==> src/rtl/alu_serial_seq.sv <==
// Bit-serial sequencer around a single 1-bit ALU slice: streams operand bits LSB first,
// recirculates the slice carry and assembles the result word plus zero/carry/overflow flags.
module alu_serial_seq #(
    parameter int unsigned WIDTH = 32
) (
    input  logic             clk_i,
    input  logic             rst_n,
    input  logic             in_valid_i,
    output logic             in_ready_o,
    input  logic [WIDTH-1:0] src1_i,
    input  logic [WIDTH-1:0] src2_i,
    input  logic [3:0]       ctrl_i,
    output logic             out_valid_o,
    input  logic             out_ready_i,
    output logic [WIDTH-1:0] result_o,
    output logic             zero_o,
    output logic             cout_o,
    output logic             overflow_o,
    output logic             slice_src1_o,
    output logic             slice_src2_o,
    output logic             slice_less_o,
    output logic             slice_A_invert_o,
    output logic             slice_B_invert_o,
    output logic             slice_cin_o,
    output logic [1:0]       slice_operation_o,
    input  logic             slice_result_i,
    input  logic             slice_cout_i
);

    localparam int unsigned IDX_W = (WIDTH > 2) ? $clog2(WIDTH) : 1;

    localparam logic [1:0] ST_IDLE = 2'd0;
    localparam logic [1:0] ST_RUN  = 2'd1;
    localparam logic [1:0] ST_DONE = 2'd2;

    logic [1:0]       state_q, state_d;
    logic [IDX_W-1:0] idx_q, idx_d;
    logic [WIDTH-2:0] a_q, a_d;
    logic [WIDTH-2:0] b_q, b_d;
    logic [WIDTH-2:0] acc_q, acc_d;
    logic [WIDTH-1:0] result_q, result_d;
    logic             zero_q, zero_d;
    logic             cout_q, cout_d;
    logic             ovf_q, ovf_d;
    logic             in_ready_q, in_ready_d;
    logic             out_valid_q, out_valid_d;
    logic             s_src1_q, s_src1_d;
    logic             s_src2_q, s_src2_d;
    logic             s_ainv_q, s_ainv_d;
    logic             s_binv_q, s_binv_d;
    logic             s_cin_q, s_cin_d;
    logic [1:0]       s_op_q, s_op_d;

    logic             dec_ainv, dec_binv, dec_cin;
    logic [1:0]       dec_op;
    logic             is_arith, is_slt, ovf_msb, sum_msb, slt_set;
    logic [WIDTH-1:0] word_c, final_c;

    // Control decode; unknown codes fall back to AND
    always_comb begin
        dec_ainv = 1'b0;
        dec_binv = 1'b0;
        dec_op   = 2'b00;
        dec_cin  = 1'b0;
        case (ctrl_i)
            4'b0001: dec_op = 2'b01;
            4'b0010: dec_op = 2'b10;
            4'b0110: begin dec_binv = 1'b1; dec_op = 2'b10; dec_cin = 1'b1; end
            4'b0111: begin dec_binv = 1'b1; dec_op = 2'b11; dec_cin = 1'b1; end
            4'b1100: begin dec_ainv = 1'b1; dec_binv = 1'b1; end
            default: dec_op = 2'b00;
        endcase
    end

    // MSB-cycle flag logic; the slice emits `less` for SLT, so the sum bit is rebuilt here
    always_comb begin
        is_arith = s_op_q[1];
        is_slt   = (s_op_q == 2'b11);
        ovf_msb  = is_arith & (s_cin_q ^ slice_cout_i);
        sum_msb  = s_src1_q ^ ~s_src2_q ^ s_cin_q;
        slt_set  = sum_msb ^ ovf_msb;
        word_c   = {slice_result_i, acc_q};
        final_c  = is_slt ? WIDTH'(slt_set) : word_c;
    end

    // Next-state and datapath updates
    always_comb begin
        state_d  = state_q;
        idx_d    = idx_q;
        a_d      = a_q;
        b_d      = b_q;
        acc_d    = acc_q;
        result_d = result_q;
        zero_d   = zero_q;
        cout_d   = cout_q;
        ovf_d    = ovf_q;
        s_src1_d = s_src1_q;
        s_src2_d = s_src2_q;
        s_ainv_d = s_ainv_q;
        s_binv_d = s_binv_q;
        s_cin_d  = s_cin_q;
        s_op_d   = s_op_q;

        case (state_q)
            ST_IDLE: begin
                if (in_valid_i) begin
                    state_d  = ST_RUN;
                    idx_d    = '0;
                    a_d      = src1_i[WIDTH-1:1];
                    b_d      = src2_i[WIDTH-1:1];
                    acc_d    = '0;
                    s_src1_d = src1_i[0];
                    s_src2_d = src2_i[0];
                    s_ainv_d = dec_ainv;
                    s_binv_d = dec_binv;
                    s_op_d   = dec_op;
                    s_cin_d  = dec_cin;
                end
            end
            ST_RUN: begin
                acc_d    = word_c[WIDTH-1:1];
                s_cin_d  = slice_cout_i;
                s_src1_d = a_q[0];
                s_src2_d = b_q[0];
                a_d      = a_q >> 1;
                b_d      = b_q >> 1;
                idx_d    = idx_q + IDX_W'(1);
                if (idx_q == IDX_W'(WIDTH - 1)) begin
                    state_d  = ST_DONE;
                    idx_d    = '0;
                    result_d = final_c;
                    zero_d   = ~|final_c;
                    cout_d   = is_arith & slice_cout_i;
                    ovf_d    = ovf_msb;
                    s_src1_d = 1'b0;
                    s_src2_d = 1'b0;
                    s_ainv_d = 1'b0;
                    s_binv_d = 1'b0;
                    s_cin_d  = 1'b0;
                    s_op_d   = 2'b00;
                end
            end
            ST_DONE: begin
                if (out_ready_i) begin
                    state_d = ST_IDLE;
                end
            end
            default: state_d = ST_IDLE;
        endcase

        in_ready_d  = (state_d == ST_IDLE);
        out_valid_d = (state_d == ST_DONE);
    end

    always_ff @(posedge clk_i) begin
        if (!rst_n) begin
            state_q     <= ST_IDLE;
            idx_q       <= '0;
            a_q         <= '0;
            b_q         <= '0;
            acc_q       <= '0;
            result_q    <= '0;
            zero_q      <= 1'b0;
            cout_q      <= 1'b0;
            ovf_q       <= 1'b0;
            in_ready_q  <= 1'b1;
            out_valid_q <= 1'b0;
            s_src1_q    <= 1'b0;
            s_src2_q    <= 1'b0;
            s_ainv_q    <= 1'b0;
            s_binv_q    <= 1'b0;
            s_cin_q     <= 1'b0;
            s_op_q      <= 2'b00;
        end else begin
            state_q     <= state_d;
            idx_q       <= idx_d;
            a_q         <= a_d;
            b_q         <= b_d;
            acc_q       <= acc_d;
            result_q    <= result_d;
            zero_q      <= zero_d;
            cout_q      <= cout_d;
            ovf_q       <= ovf_d;
            in_ready_q  <= in_ready_d;
            out_valid_q <= out_valid_d;
            s_src1_q    <= s_src1_d;
            s_src2_q    <= s_src2_d;
            s_ainv_q    <= s_ainv_d;
            s_binv_q    <= s_binv_d;
            s_cin_q     <= s_cin_d;
            s_op_q      <= s_op_d;
        end
    end

    assign in_ready_o        = in_ready_q;
    assign out_valid_o       = out_valid_q;
    assign result_o          = result_q;
    assign zero_o            = zero_q;
    assign cout_o            = cout_q;
    assign overflow_o        = ovf_q;
    assign slice_src1_o      = s_src1_q;
    assign slice_src2_o      = s_src2_q;
    assign slice_less_o      = 1'b0;
    assign slice_A_invert_o  = s_ainv_q;
    assign slice_B_invert_o  = s_binv_q;
    assign slice_cin_o       = s_cin_q;
    assign slice_operation_o = s_op_q;

endmodule

==> config.mk <==
export PLATFORM = sky130hd
export DESIGN_NAME = alu_serial_seq
export DESIGN_NICKNAME = d
export VERILOG_FILES = /design/src/rtl/alu_serial_seq.sv
export SDC_FILE = /design/constraint.sdc
export NUM_CORES = 1
export LEC_CHECK = 0
export BUFFER_PORTS_ARGS = -buffer_cell sky130_fd_sc_hd__buf_4
export CORE_AREA = 2 2 117 119
export DETAILED_ROUTE_END_ITERATION = 12
export DIE_AREA = 0 0 119 121
export MAX_ROUTING_LAYER = met4
export PLACE_DENSITY_LB_ADDON = 0.12
export REMOVE_ABC_BUFFERS = 1
export SKIP_LAST_GASP = 1
export SLEW_MARGIN = 20
export SYNTH_ARGS = -nofsm -noshare
export SYNTH_HDL_FRONTEND = slang
export SYNTH_SLANG_ARGS = --single-unit
==> constraint.sdc <==
create_clock -name clk_i -period 1.6 [get_ports clk_i]
set_input_delay 0.32 -clock clk_i [delete_from_list [all_inputs] [get_ports clk_i]]
set_output_delay 0.32 -clock clk_i [all_outputs]
set_load 0.01 [all_outputs]
==> results of run 1 <==
## placed cells by master (no fill, tap or decap), types with 3 or more instances in the layout
cell type	n
a22oi_1	35
bufinv_16	3
a21boi_1	5
nand3_2	27
buf_4	135
nor3b_1	3
nand4_1	3
clkinv_2	5
nor2b_1	38
dfxtp_2	3
nor3_1	3
dfxtp_1	141
clkbuf_8	5
buf_12	14
a21boi_2	27
clkbuf_16	17
nor4_1	7
nor2_1	4
nand2_1	162
o211a_1	63
o21ai_0	3
a21boi_0	6
nand3_1	70
## cells by family after synthesis
kind of cell | Yosys count | synth area share, %
compound gates | 151 | 21.8
fa+ha+maj | 2 | 0.391
simple gates | 334 | 26.5
other cells | 1 | 0.0586
flops | 144 | 45.1
xor+xnor | 3 | 0.645
buf+inv | 66 | 5.59
## report_power, final
| part | switching, mW | total (mW) | internal [mW] | leakage (nW) |
|---|---|---|---|---|
| sequential | 0.0839 | 3.82 | 3.74 | 1.18 |
| clock | 1.45 | 4.10 | 2.65 | 0.312 |
| combinational | 0.414 | 0.869 | 0.455 | 2.24 |
| total | 1.95 | 8.79 | 6.84 | 3.73 |
## per-stage QoR
step | utilization, % | worst slack, ps | std cells
after floorplan | - | -3790 | 636
after global routing | 63.0 | -28.2 | 993
final | 63.0 | 11.3 | 993
after CTS | 62.6 | -5.87 | 990
after detailed placement | 57.6 | -92.8 | 958
after global placement | 57.6 | -0.864 | 958
## critical path, delay by kind of cell (launching register included)
kind | cells | cell delay, ps
DFF | 1 | 340
and+or+nand+nor | 2 | 700
adders and majority gates | 2 | 330
AOI/OAI and AO/OA | 1 | 150
## flip-flops by register name (all words and copies together) (netlist names)
name               flops
b_q                   31
slice_B_invert_o       1
cout_o                 1
slice_src2_o           1
a_q                   31
acc_q                 31
slice_operation_o      2
zero_o                 1
slice_A_invert_o       1
overflow_o             1
slice_src1_o           1
idx_q                  5
state_q                2
out_valid_o            1
in_ready_o             1
result_o              32
slice_cin_o            1
## synthesized netlist by cell type, drive strengths merged (2+ instances only)
cell type / count / area, um^2
and2: 2 / 15.0
a22oi: 35 / 263
nand4: 3 / 18.8
a21oi: 3 / 15.0
nor2b: 39 / 244
ha: 2 / 25.0
o211a: 63 / 631
dfxtp: 144 / 2880
o21a: 2 / 15.0
nor4: 7 / 43.8
and3: 3 / 18.8
nor2: 5 / 18.8
nand2b: 3 / 18.8
nand3b: 2 / 15.0
nor3b: 3 / 22.5
a21boi: 38 / 387
nand2: 164 / 618
nor3: 3 / 15.0
buf: 40 / 260
nand3: 97 / 621
o21ai: 3 / 15.0
clkbuf: 25 / 93.8
## repair_timing
item / in CTS / in global routing
hold endpoints to repair: 0 / 0
pin swaps: 2 / 4
hold buffers: 0 / 0
setup endpoints to repair: 32 / 63
setup buffers: 0 / 3
resized for setup: 6 / 6
## how the worst min path moves through the flow
| stage | startpoint | end | slack, ps | cells past startpoint |
|---|---|---|---|---|
| 2_1_floorplan | rst_n | out_valid_o | 440 | 1 |
| 3_3_place_gp | result_o[5] | result_o[5] | 450 | 2 |
| 3_5_place_dp | result_o[30] | result_o[30] | 450 | 2 |
| 4_1_cts | src1_i[31] | a_q[30] | 160 | 3 |
| 5_1_grt | src2_i[31] | b_q[30] | 200 | 3 |
| 6_report | src1_i[31] | a_q[30] | 170 | 3 |
## area by class of cell
class	instances	area (um^2)	share of cell area, %
well taps	176	220	2.67
inverters	1	3.75	0.0456
flip-flops and latches	144	2890	35.0
multi-input cells	491	3210	39.0
clock buffers	22	494	6.00
clock inverters	10	131	1.59
repair buffers	149	1290	15.7
## metal layers
metal	vias to the layer above	track usage (%)	part of all wire [%]
met5	-	-	0
met4	0	7.66	1.1
met3	13	4.65	3.8
met2	107	35.5	51
met1	2468	24.1	44
li1	2671	-	-
==> results.ini, run 1 <==
[worst_setup_path]
crit_start=idx_q[1]
slowest_delay_ps=520
crit_fanout=5
critPathLaunchType=flip-flop
cp_data_arrival_time_ps=1930
rr_startpoint=idx_q[1]
rr_endpoint=idx_q[2]
cp_data_required_time_ps=1940
crit_chain=ha_4 > and3_4 > ha_4 > or4b_1 > a21boi_1
reg2reg_slack_ps=10
critPathCapture=idx_q[2]
cp-end-kind=flip-flop
cpMaxStageDelayCell=or4b_1
worstSetupPathType=flip-flop to flip-flop
crit_path_frequent_cell=ha_4
reg2reg_depth=5

[floorplanning]
die_y_um=121
initial_core_util_pct=48.9
core_area_um2=13100
rows=42
die_area_um2=14400
die_w_um=119
io_pins=119

[route]
antenna_left=0
viasPerCell=5.30
drc=0
vias=5259
wl_per_cell_um=14.2
drtPass1Iterations=6
drt_wl_total_um=14100
first_iter_violations=237

[pwr]
vdd_drop_max_uv=588
p_total_mw=8.79
leakage_nw=3.73
power.density_nw_per_um2=1070

[placement]
routabilityCongestion=0.830
hpwl_um=9470
io_buffers=117
placed_cell_area_um2=7540

[cts]
root_buffer=clkbuf_16
cts_tree=yes
clk_latency_ps=420
clk_pin_slew_worst_paths_ps=60
htreeDepth=4
cts_buffers=17
cts_num_sinks=144
cts_buffer_depth=2

[layout]
drive_gt1_share_pct=30.6
antennaDiodeCount=0
final_nets=880
syn2layout_area_growth_pct=28.8
fillers=1118
stdcell_area_um2=8240

[sta]
post-route-period-util_pct=99.3
hold_viol_final=0
rsz0062_at_grt=true
fin_hold_ws_ps=174
setup_viol=0
fin_worst_skew_ps=6.60
drv_slew=0
fmax_ghz=0.629
finalSetupTns_ps=0
min_period_ps=1590

[global_routing]
grt_pass1_vias=5086
grt_overflow=0
grt_usage_pct=20.8
grt_start_max_net_pins=48
grt_pass1_wl_um=23600
antenna_found_initial=0

[yosys]
async_reset_ff_share_pct=0
ys_seq_elements=144
synth-main-ff-cell=dfxtp_1
ys_seq_area_share_pct=45.1
synth_edf_count=0
netlist_instances=701
synth_area_um2=6400
ys_types=46
synth.avg_cell_area_um2=9.13
synth_warnings=0

[run_status]
status=complete, no violations

[flow_run]
cap_violations=0

[min_path]
hold_class=input port to flip-flop

No activity file was read; power rests on OpenSTA's default activity.
==> run 2: changes to the inputs <==
CELL_PAD_IN_SITES_DETAIL_PLACEMENT = 0   (was not set)
CELL_PAD_IN_SITES_GLOBAL_PLACEMENT = 2   (was not set)
CORE_AREA = 2 2 127 178   (was 2 2 117 119)
DIE_AREA = 0 0 129 180   (was 0 0 119 121)
SETUP_SLACK_MARGIN = 0.05   (was not set)
==> run 2 against run 1 <==
  * Fmax up 1.7%
  * Clock-buffer cell count unchanged
  * Flip-flop and latch count unchanged
  * Worst hold slack worse by 2.5 ps
  * Power down 0.65%
  * First-iteration DRC count up 48%
  * Largest power group unchanged
==> results.ini, run 2 (synthesized netlist as in run 1, its figures left out) <==
[global_routing]
grt_pass1_wl_um=26100  ; +11%
grt_usage_pct=14.4  ; -6.4 points
grt_start_max_net_pins=74  ; +54%
grt_overflow=0  ; unchanged
antenna_found_initial=0  ; unchanged
grt_pass1_vias=5302  ; +4.2%

[worst_setup_path]
worstSetupPathType=flip-flop to flip-flop
crit_fanout=9  ; +4
cp-end-kind=flip-flop
cp_data_arrival_time_ps=1910  ; -20 ps
critPathLaunchType=flip-flop
cp_data_required_time_ps=1950  ; about the same

[sta]
hold_viol_final=0  ; unchanged
min_period_ps=1560  ; -26.9 ps
post-route-period-util_pct=97.6  ; -1.7 points
drv_slew=0  ; unchanged
fin_worst_skew_ps=8.97  ; +2.36 ps
worst_slack_ps=38.2  ; +26.9 ps
setup_viol=0  ; unchanged
fmax_ghz=0.640  ; +1.7%
finalSetupTns_ps=0  ; unchanged
rsz0062_at_grt=true

[layout]
stdcell_area_um2=8470  ; +2.8%
syn2layout_area_growth_pct=32.4
final_nets=881  ; +0.11%
drive_gt1_share_pct=30.6  ; unchanged
final_cell_mix=nand2_1 (162), dfxtp_1 (141), buf_4 (132)
utilization_pct=39.0  ; -24 points
final_common_cell=nand2_1
largest_register_ffs=32  ; unchanged
antennaDiodeCount=0  ; unchanged

[pwr]
vdd_drop_max_uv=697  ; +18%
power.density_nw_per_um2=1030  ; -3.4%
p_total_mw=8.74  ; -0.65%
leakage_nw=3.75  ; +0.49%

[flow_run]
cap_violations=0  ; unchanged

[route]
antenna_left=0  ; unchanged
vias=5225  ; -0.65%
viasPerCell=4.69  ; -11%
wl_per_cell_um=14.3  ; +0.95%
first_iter_violations=351  ; +48%
drt_wl_total_um=15900  ; +13%
drc=0  ; unchanged
drtPass1Iterations=4  ; -2

[floorplanning]
core_area_um2=21700  ; +66%
initial_core_util_pct=29.5  ; -19 points
rows=64  ; +52%
die_y_um=180  ; +49%
io_pins=119  ; unchanged
die_area_um2=23200  ; +61%
die_w_um=129  ; +8.4%

[cts]
clk_pin_slew_worst_paths_ps=60  ; about the same
root_buffer=clkbuf_16
cts_tree=yes
cts_num_sinks=144  ; unchanged
htreeDepth=4  ; unchanged
cts_buffer_depth=2  ; unchanged
cts_hold_buf=0  ; unchanged
cts_buffers=17  ; unchanged
clk_latency_ps=420  ; about the same

[run_status]
status=complete, no violations

[placement]
placed_cell_area_um2=7690  ; +2.0%
hpwl_um=10500  ; +11%
dp_slack_ps=-107  ; -14.1 ps
routabilityCongestion=0.753  ; -9.3%
io_buffers=117  ; unchanged

[min_path]
hold_class=input port to flip-flop

[run 2: changes by cell type in the layout (fill, tap and decap cells not counted), moves of 4 or more]
| cell | previous run | this run |
|---|---|---|
| nand3_4 | 0 | 5 |
| a21boi_0 | 6 | 1 |
| a21boi_1 | 5 | 10 |
| nand3_2 | 27 | 23 |
[run 2: cell type report]
class	count	area, um^2
Fill cell	2231	13200
Multi-Input combinational cell	491	3270
Sequential cell	144	2890
Timing Repair Buffer	150	1350
Clock buffer	22	464
Tap cell	297	372
Clock inverter	9	134
Inverter	1	3.75
[run 2: path summary, 6_finish.rpt]
kind | from | end | slack, ps | depth (start not counted)
max | idx_q[1] | result_o[2] | 40 | 7
min | src2_i[31] | b_q[30] | 170 | 3
max reg2reg | idx_q[1] | result_o[2] | 40 | 7
min reg2reg | cout_o | cout_o | 450 | 2
[run 2: through the flow]
| stage | cells | hold WS, ps |
|---|---|---|
| after floorplan | 636 | 438 |
| after global placement | 1077 | 448 |
| after detailed placement | 1077 | 450 |
| after CTS | 1112 | 155 |
| after global routing | 1114 | 187 |
| final | 1114 | 172 |
[run 2: worst max-delay path, stage by stage (launching register included)]
cell	delay, ps
dfxtp_2	360
ha_4	140
and3_4	190
ha_4	160
and2_4	240
buf_12	160
nand3_1	90
a21boi_1	150
[run 2: metal layers]
| layer | wire length, um | part of all wire (%) | GRT usage, % | vias to the layer above |
|---|---|---|---|---|
| met5 | 0 | 0 | - | - |
| met4 | 296 | 1.9 | 5.13 | 0 |
| li1 | - | - | - | 2670 |
| met1 | 6940 | 44 | 16.6 | 2427 |
| met3 | 748 | 4.7 | 3.51 | 25 |
| met2 | 7950 | 50 | 24.2 | 103 |
[run 2: timing repair]
action	in CTS	in global routing
setup endpoints to repair	43	91
pin swaps	3	22
cloned	1	1
resized for setup	11	17
setup buffers	3	2
[run 2: where the power goes]
part	switching, mW	internal, mW
Sequential	0.0876	3.74
Clock	1.51	2.53
Combinational	0.421	0.451
